## config.mk

```make
export PLATFORM = sky130hd
export DESIGN_NAME = fetch_sequencer
export DESIGN_NICKNAME = d
export VERILOG_FILES = /design/src/rtl/fetch_sequencer.sv
export SDC_FILE = /design/constraint.sdc
export NUM_CORES = 1
export LEC_CHECK = 0
export BUFFER_PORTS_ARGS = -buffer_cell sky130_fd_sc_hd__buf_2
export CORE_MARGIN = 2
export CORE_UTILIZATION = 44
export CTS_CLUSTER_DIAMETER = 60
export CTS_CLUSTER_SIZE = 25
export DETAILED_ROUTE_END_ITERATION = 16
export HOLD_SLACK_MARGIN = 0.12
export PLACE_DENSITY = 0.76
export REMOVE_ABC_BUFFERS = 1
export SYNTH_ARGS = -nofsm -noshare
export SYNTH_HDL_FRONTEND = slang
export SYNTH_SLANG_ARGS = --single-unit
export TNS_END_PERCENT = 10
```

## constraint.sdc

```tcl
create_clock -name clk -period 2.05 [get_ports clk]
set_clock_uncertainty 0.05 [all_clocks]
set_input_delay 0.205 -clock clk [delete_from_list [all_inputs] [get_ports clk]]
set_output_delay 0.205 -clock clk [all_outputs]
set_load 0.005 [all_outputs]
```

## src/rtl/fetch_sequencer.sv

```systemverilog
// rtl/fetch_sequencer.sv - single-outstanding instruction fetch sequencer with control-flow redirect
// Owns the PC, issues one req/gnt/rvalid fetch at a time and presents (pc, insn) to decode.
module fetch_sequencer #(
  parameter int unsigned       DWIDTH   = 32,
  parameter int unsigned       AWIDTH   = 32,
  parameter logic [AWIDTH-1:0] BASEADDR = 32'h01000000
) (
  input  logic              clk,
  input  logic              rst,
  output logic              imem_req_o,
  output logic [AWIDTH-1:0] imem_addr_o,
  input  logic              imem_gnt_i,
  input  logic              imem_rvalid_i,
  input  logic [DWIDTH-1:0] imem_rdata_i,
  input  logic              redirect_i,
  input  logic [AWIDTH-1:0] redirect_pc_i,
  output logic              out_valid_o,
  input  logic              out_ready_i,
  output logic [AWIDTH-1:0] pc_o,
  output logic [DWIDTH-1:0] insn_o
);

  typedef enum logic [1:0] {
    S_IDLE = 2'd0,
    S_REQ  = 2'd1,
    S_WAIT = 2'd2,
    S_HOLD = 2'd3
  } state_e;

  state_e            state_q, state_d;
  logic [AWIDTH-1:0] pc_q, pc_d;
  logic              drop_q, drop_d;
  logic              req_q, req_d;
  logic              valid_q, valid_d;
  logic [AWIDTH-1:0] pc_out_q, pc_out_d;
  logic [DWIDTH-1:0] insn_q, insn_d;
  logic [AWIDTH-1:0] target;

  assign target = redirect_pc_i & ~AWIDTH'(3);

  always_comb begin
    state_d  = state_q;
    pc_d     = pc_q;
    drop_d   = drop_q;
    pc_out_d = pc_out_q;
    insn_d   = insn_q;
    case (state_q)
      S_IDLE: state_d = S_REQ;
      S_REQ: begin
        if (imem_gnt_i) begin
          state_d = S_WAIT;
        end
        // A redirect racing the grant leaves a stale response in flight; mark it for discard.
        if (redirect_i) begin
          pc_d   = target;
          drop_d = imem_gnt_i;
        end
      end
      S_WAIT: begin
        if (imem_rvalid_i) begin
          state_d = S_REQ;
          drop_d  = 1'b0;
          if (!drop_q && !redirect_i) begin
            state_d  = S_HOLD;
            pc_out_d = pc_q;
            insn_d   = imem_rdata_i;
          end
        end else if (redirect_i) begin
          drop_d = 1'b1;
        end
        if (redirect_i) begin
          pc_d = target;
        end
      end
      S_HOLD: begin
        if (redirect_i) begin
          pc_d    = target;
          state_d = S_REQ;
        end else if (out_ready_i) begin
          pc_d    = pc_q + AWIDTH'(4);
          state_d = S_REQ;
        end
      end
      default: state_d = S_IDLE;
    endcase
    req_d   = (state_d == S_REQ);
    valid_d = (state_d == S_HOLD);
  end

  always_ff @(posedge clk) begin
    if (!rst) begin
      state_q  <= S_IDLE;
      pc_q     <= BASEADDR;
      drop_q   <= 1'b0;
      req_q    <= 1'b0;
      valid_q  <= 1'b0;
      pc_out_q <= BASEADDR;
      insn_q   <= '0;
    end else begin
      state_q  <= state_d;
      pc_q     <= pc_d;
      drop_q   <= drop_d;
      req_q    <= req_d;
      valid_q  <= valid_d;
      pc_out_q <= pc_out_d;
      insn_q   <= insn_d;
    end
  end

  assign imem_req_o  = req_q;
  assign imem_addr_o = pc_q;
  assign out_valid_o = valid_q;
  assign pc_o        = pc_out_q;
  assign insn_o      = insn_q;

endmodule

```

==> flow_metrics.env, run 1 <==
export IMPL_fin_nets=887
export IMPL_synth_avg_cell_area_sq_um=7.54
export IMPL_core_sq_um=9820
export IMPL_p_per_area_nw_per_um2=630
export IMPL_post_route_drc_count=0
export IMPL_grt_pass1_wl_mm=22.5
export IMPL_num_rows=36
export IMPL_fin_crit_ns=1.99
export IMPL_design_area_sq_um=6350
export IMPL_cts_htree_levels=3
export IMPL_fmaxAchievable_mhz=502
export IMPL_clk_pin_slew_ns=0.09
export IMPL_ir_worst_vdd_mv=0.338
export IMPL_maxSlewHeadroom_pct=63.9
export IMPL_synth_distinct_cells=56
export IMPL_worstReg2RegEnd="imem_addr_o[30]"
export IMPL_yosysSeqAreaShare_pct=43.5
export IMPL_whs_ns=0.137
export IMPL_async_flop_share_pct=0
export IMPL_min_path_type="primary input to flip-flop"
export IMPL_wirelength_mm=14.0
export IMPL_area_growth_pct=42.3
export IMPL_finalHoldViolCount=0
export IMPL_ctsRootBufferMaster="clkbuf_8"
export IMPL_fin_setup_tns_ns=0
export IMPL_finalMaxSlewViolations=0
export IMPL_r2r_slack_ns=0.06
export IMPL_crit_path_start="imem_addr_o[2]"
export IMPL_cpMostUsedCell="or4_4"
export IMPL_cp_top_family="simple AND/OR/NAND/NOR gates"
export IMPL_grt_max_degree=80
export IMPL_worstSetupPathType="flip-flop to flip-flop"
export IMPL_drtIter0Drc=421
export IMPL_rr_worst_depth=5
export IMPL_ant_nets=0
export IMPL_netlist_area_sq_um=4470
export IMPL_r2r_start="imem_addr_o[2]"
export IMPL_post_route_period_util_pct=97.1
export IMPL_die_x_um=105
export IMPL_worstPathArrival_ns=2.20
export IMPL_overflow=0
export IMPL_start_kind="flip-flop"
export IMPL_cp_slowest_stage_delay_ns=0.50
export IMPL_slowest_stage="or4_4"
export IMPL_num_vias=5061
export IMPL_drive_gt1_share_pct=29.4
export IMPL_crit_end="imem_addr_o[30]"
export IMPL_ios=168
export IMPL_grt_usage_pct=24.8
export IMPL_cts_tree="done"
export IMPL_numCtsBuffers=9
export IMPL_grt_pass1_vias=4642
export IMPL_crit_required_ns=2.26
export IMPL_worst_slew_pin_slew_ns=0.536
export IMPL_dp_hpwl_mm=9.30
export IMPL_cts_buffer_depth=2
export IMPL_path_cells="ha_4 > nand4_4 > or4_4 > or4_4 > a221o_1"
export IMPL_cp_num_cells=5
export IMPL_avgRoutedWirePerCell_um=14.8
export IMPL_fill_cells=878
export IMPL_end_kind="flip-flop"
export IMPL_cellLeakagePower_nw=2.80
export IMPL_synth_edf_count=0
export IMPL_via_per_inst=5.34
export IMPL_setup_violations=0
export IMPL_ys_seq_elements=97
export IMPL_syn_inst=592
export IMPL_critPathMaxFanout=2
export IMPL_outcome="finished, final reports clean"
export IMPL_finalPower_w=0.00400
export IMPL_start_util_pct=45.5
export IMPL_max_cap_violations=0
export IMPL_place_gp_congestion=0.863
export IMPL_mostFrequentLayoutCell="nand2_1"
export IMPL_cts_setup_buffers=0
export IMPL_dieArea_sq_um=11000
export IMPL_port_buffers=161
export IMPL_synth_top_flop_cell="dfxtp_1"
export IMPL_rsz0062_at_grt="yes"
export IMPL_placed_area_sq_um=5620
export IMPL_mostFrequentLayoutCells="nand2_1 (165), buf_2 (161), dfxtp_1 (95)"
export IMPL_diodes=0
export IMPL_cp_num_buf_inv=0
export IMPL_die_height_um=105
export IMPL_synth_warnings=0
export IMPL_clkLatencyLatePin_ns=0.36
export IMPL_first_pass_iters=5
export IMPL_cts_sinks=97
export IMPL_antenna_found_initial=0
-- layout make-up --
| type | instances | area [sq um] | share of cell area (%) |
|---|---|---|---|
| Clock buffer | 11 | 151 | 2.38 |
| Tap cell | 133 | 166 | 2.62 |
| Inverter | 5 | 18.8 | 0.295 |
| Clock inverter | 4 | 76.3 | 1.20 |
| Multi-Input combinational cell | 448 | 2370 | 37.3 |
| Sequential cell | 97 | 1940 | 30.6 |
| Timing Repair Buffer | 250 | 1630 | 25.6 |
-- layer usage --
| metal | GRT usage [%] | wire length [um] | vias up | part of all wire (%) |
|---|---|---|---|---|
| li1 | - | - | 2485 | - |
| met1 | 31.5 | 6010 | 2331 | 43 |
| met2 | 42.4 | 6800 | 221 | 48 |
| met3 | 3.99 | 998 | 24 | 7.1 |
| met4 | 8.67 | 240 | 0 | 1.7 |
| met5 | 0 | 0 | - | 0 |
-- synth_stat cells, drive strengths merged, types with 2 or more instances --
cell,count,area (sq um)
nand2,165,619
o21a,3,22.5
a21oi,84,424
nand3,22,110
dfxtp,97,1940
and2,5,31.3
o32ai,2,17.5
o31ai,3,22.5
inv,4,15.0
nor2b,4,25.0
a21o,2,15.0
o21ai,18,90.1
nor2,31,116
a22oi,6,45.0
ha,6,75.1
nand4,14,93.8
mux2i,7,70.1
o221ai,2,17.5
or4,2,22.5
or3,5,31.3
and4,3,26.3
clkbuf,36,138
nor3,9,45.0
nand3b,2,15.0
nand2b,4,25.0
a31oi,7,43.8
nor4,8,56.3
and3,9,57.6
buf,9,68.8
o2bb2ai,2,17.5
o22ai,4,25.0
-- per-stage QoR --
stage / util (%) / setup slack, ns / std cells
floorplan: - / -2.17 / 550
global placement: 57.3 / -0.0515 / 888
detailed placement: 57.3 / -0.0913 / 888
CTS: 64.2 / 0.0181 / 948
global route: 64.7 / -0.0353 / 948
finish: 64.7 / 0.0585 / 948
-- worst register-to-register path: cells and delay by family, from the launching register on --
kind | cells | cell delay (ns)
and+or+nand+nor | 3 | 1.03
adders and majority gates | 1 | 0.15
AOI/OAI and AO/OA | 1 | 0.30
DFF | 1 | 0.36
-- where the power goes --
| group | internal, W | switching [W] | total, W | leakage, nW |
|---|---|---|---|---|
| clock network | 0.000749 | 0.000644 | 0.00139 | 0.112 |
| registers | 0.00194 | 0.0000542 | 0.00199 | 0.788 |
| logic | 0.000309 | 0.000304 | 0.000614 | 1.90 |
| total | 0.00300 | 0.00100 | 0.00400 | 2.80 |
-- kinds of logic after synthesis --
group	count (synthesis)	share of synthesized area (%)
other	1	0.0840
buffers and inverters	50	5.04
muxes	8	1.82
adders and majority gates	6	1.68
DFF	97	43.5
and+or+nand+nor	286	29.1
AOI/OAI and AO/OA	144	18.8
-- sequential cells by signal, indices dropped and copies added, names as in the netlist --
register and count:
insn_o 32, imem_req_o 1, pc_o 30, imem_addr_o 30, drop_q 1, out_valid_o 1, state_q 2
-- worst min path at each step --
stage,startpoint,endpoint,slack [ns],depth (start not counted)
after global routing,redirect_pc_i[18],imem_addr_o[18],0.14,3
final,redirect_pc_i[31],imem_addr_o[31],0.14,5
after detailed placement,pc_o[17],pc_o[17],0.39,2
after CTS,redirect_pc_i[31],imem_addr_o[31],0.13,5
after floorplan,rst,pc_o[24],0.23,1
after global placement,insn_o[28],insn_o[28],0.39,2
-- what timing repair did --
action | in CTS | in global routing
pin swaps | 1 | 0
hold buffers | 45 | 0
endpoints found under the hold margin | 45 | 0
gates resized for setup | 3 | 9
setup endpoints to repair | 2 | 11
Power figures use the tool's default switching activity.
==> inputs of run 2 (changes only) <==
--- a/config.mk
+++ b/config.mk
@@ -6,13 +6,15 @@
 export NUM_CORES = 1
 export LEC_CHECK = 0
 export BUFFER_PORTS_ARGS = -buffer_cell sky130_fd_sc_hd__buf_2
+export CELL_PAD_IN_SITES_DETAIL_PLACEMENT = 0
+export CELL_PAD_IN_SITES_GLOBAL_PLACEMENT = 2
 export CORE_MARGIN = 2
-export CORE_UTILIZATION = 44
+export CORE_UTILIZATION = 24
 export CTS_CLUSTER_DIAMETER = 60
 export CTS_CLUSTER_SIZE = 25
 export DETAILED_ROUTE_END_ITERATION = 16
 export HOLD_SLACK_MARGIN = 0.12
-export PLACE_DENSITY = 0.76
+export PLACE_DENSITY_LB_ADDON = 0.1
 export REMOVE_ABC_BUFFERS = 1
 export SYNTH_ARGS = -nofsm -noshare
 export SYNTH_HDL_FRONTEND = slang
==> flow_metrics.env, run 2 (same netlist as run 1, synthesis figures left out) <==
export IMPL_outcome="finished, final reports clean"
export IMPL_placed_area_sq_um=5820
export IMPL_die_height_um=140
export IMPL_ir_worst_vdd_mv=0.423
export IMPL_start_util_pct=24.7
export IMPL_num_rows=49
export IMPL_largest_reg_flops=32
export IMPL_post_route_period_util_pct=97.7
export IMPL_cts_sinks=97
export IMPL_dieArea_sq_um=19700
export IMPL_fmaxAchievable_mhz=500
export IMPL_worstSetupPathType="flip-flop to flip-flop"
export IMPL_grt_max_degree=51
export IMPL_cellLeakagePower_nw=2.86
export IMPL_clk_pin_slew_ns=0.07
export IMPL_fin_crit_ns=2.00
export IMPL_first_pass_iters=4
export IMPL_grt_pass1_vias=4863
export IMPL_numCtsBuffers=9
export IMPL_crit_required_ns=2.23
export IMPL_critPathMaxFanout=2
export IMPL_fin_setup_tns_ns=0
export IMPL_design_area_sq_um=6590
export IMPL_drive_gt1_share_pct=30.1
export IMPL_ctsRootBufferMaster="clkbuf_16"
export IMPL_end_kind="flip-flop"
export IMPL_final_seq_area_sq_um=1940
export IMPL_multi_input_comb_area_sq_um=2370
export IMPL_finalPower_w=0.00432
export IMPL_cts_buffer_depth=2
export IMPL_grt_usage_pct=16.0
export IMPL_port_buffers=161
export IMPL_die_x_um=140
export IMPL_ant_nets=0
export IMPL_post_route_drc_count=0
export IMPL_worstPathArrival_ns=2.19
export IMPL_avgRoutedWirePerCell_um=15.2
export IMPL_dp_hpwl_mm=11.3
export IMPL_finalHoldViolCount=0
export IMPL_mostFrequentLayoutCell="nand2_1"
export IMPL_via_per_inst=4.70
export IMPL_place_gp_congestion=0.781
export IMPL_cts_tree="done"
export IMPL_p_per_area_nw_per_um2=656
export IMPL_max_cap_violations=0
export IMPL_mostFrequentLayoutCells="nand2_1 (165), buf_2 (161), dfxtp_1 (95)"
export IMPL_cts_htree_levels=3
export IMPL_grt_pass1_wl_mm=25.3
export IMPL_diodes=0
export IMPL_overflow=0
export IMPL_rsz0062_at_grt="yes"
export IMPL_start_kind="flip-flop"
export IMPL_setup_violations=0
export IMPL_num_vias=4927
export IMPL_area_growth_pct=47.6
export IMPL_dp_cells=991
export IMPL_final_cell_count_no_fill=1049
export IMPL_finalMaxSlewViolations=0
export IMPL_antenna_found_initial=0
export IMPL_clkLatencyLatePin_ns=0.35
export IMPL_min_path_type="primary input to flip-flop"
export IMPL_fin_nets=892
export IMPL_ios=168
export IMPL_drtIter0Drc=181
export IMPL_core_sq_um=18100
export IMPL_wirelength_mm=15.9
export IMPL_fill_cells=1926
==> run 2: power by group <==
group          total, W  leakage (nW)  switching (W)  internal, W
registers       0.00199         0.788      0.0000504      0.00194
clock network   0.00170         0.137       0.000768     0.000934
logic          0.000630          1.94       0.000317     0.000313
total           0.00432          2.86        0.00114      0.00319
==> run 2: repair_timing <==
item | in CTS | in global routing
setup endpoints to repair | 3 | 13
hold buffers | 43 | 0
setup buffers | 0 | 0
pin swaps | 1 | 2
resized for setup | 4 | 9
hold endpoints to repair | 43 | 0
==> run 2: final cells by class <==
type | instances | area share (%)
sequential | 97 | 29.5
inverter | 5 | 0.285
tap | 229 | 4.35
timing repair buffer | 255 | 25.6
clock buffer | 9 | 3.42
multi-input combinational | 448 | 35.9
clock inverter | 6 | 0.911
==> run 2: metrics by stage <==
| stage | hold slack (ns) | util, % | setup slack [ns] |
|---|---|---|---|
| 6_report | 0.128 | 36.4 | 0.0481 |
| 5_1_grt | 0.144 | 36.4 | -0.0120 |
| 4_1_cts | 0.129 | 36.2 | 0.0109 |
| 3_5_place_dp | 0.393 | 32.2 | -0.108 |
| 3_3_place_gp | 0.389 | 32.2 | -0.0763 |
| 2_1_floorplan | 0.227 | - | -2.17 |
==> run 2: path summary, 6_finish.rpt <==
check / startpoint / to / slack [ns] / cells past startpoint
worst max-delay path: imem_addr_o[2] / imem_addr_o[30] / 0.05 / 5
worst min-delay path: redirect_pc_i[22] / imem_addr_o[22] / 0.13 / 3
worst max register to register: imem_addr_o[2] / imem_addr_o[30] / 0.05 / 5
worst min register to register: insn_o[22] / insn_o[22] / 0.40 / 2
==> run 2: metal layers <==
metal	track usage, %	vias to the layer above	part of all wire [%]
met5	0	-	0
met4	4.94	0	1.1
met3	2.56	11	5.7
met2	27.1	131	47
met1	20.8	2294	46
li1	-	2491	-
==> run 2: critical path, cell delays in order, from the launching register on <==
cell	delay, ns
dfxtp_2	0.35
ha_4	0.15
nand4_4	0.10
or4_4	0.44
or4_4	0.50
a221o_1	0.30
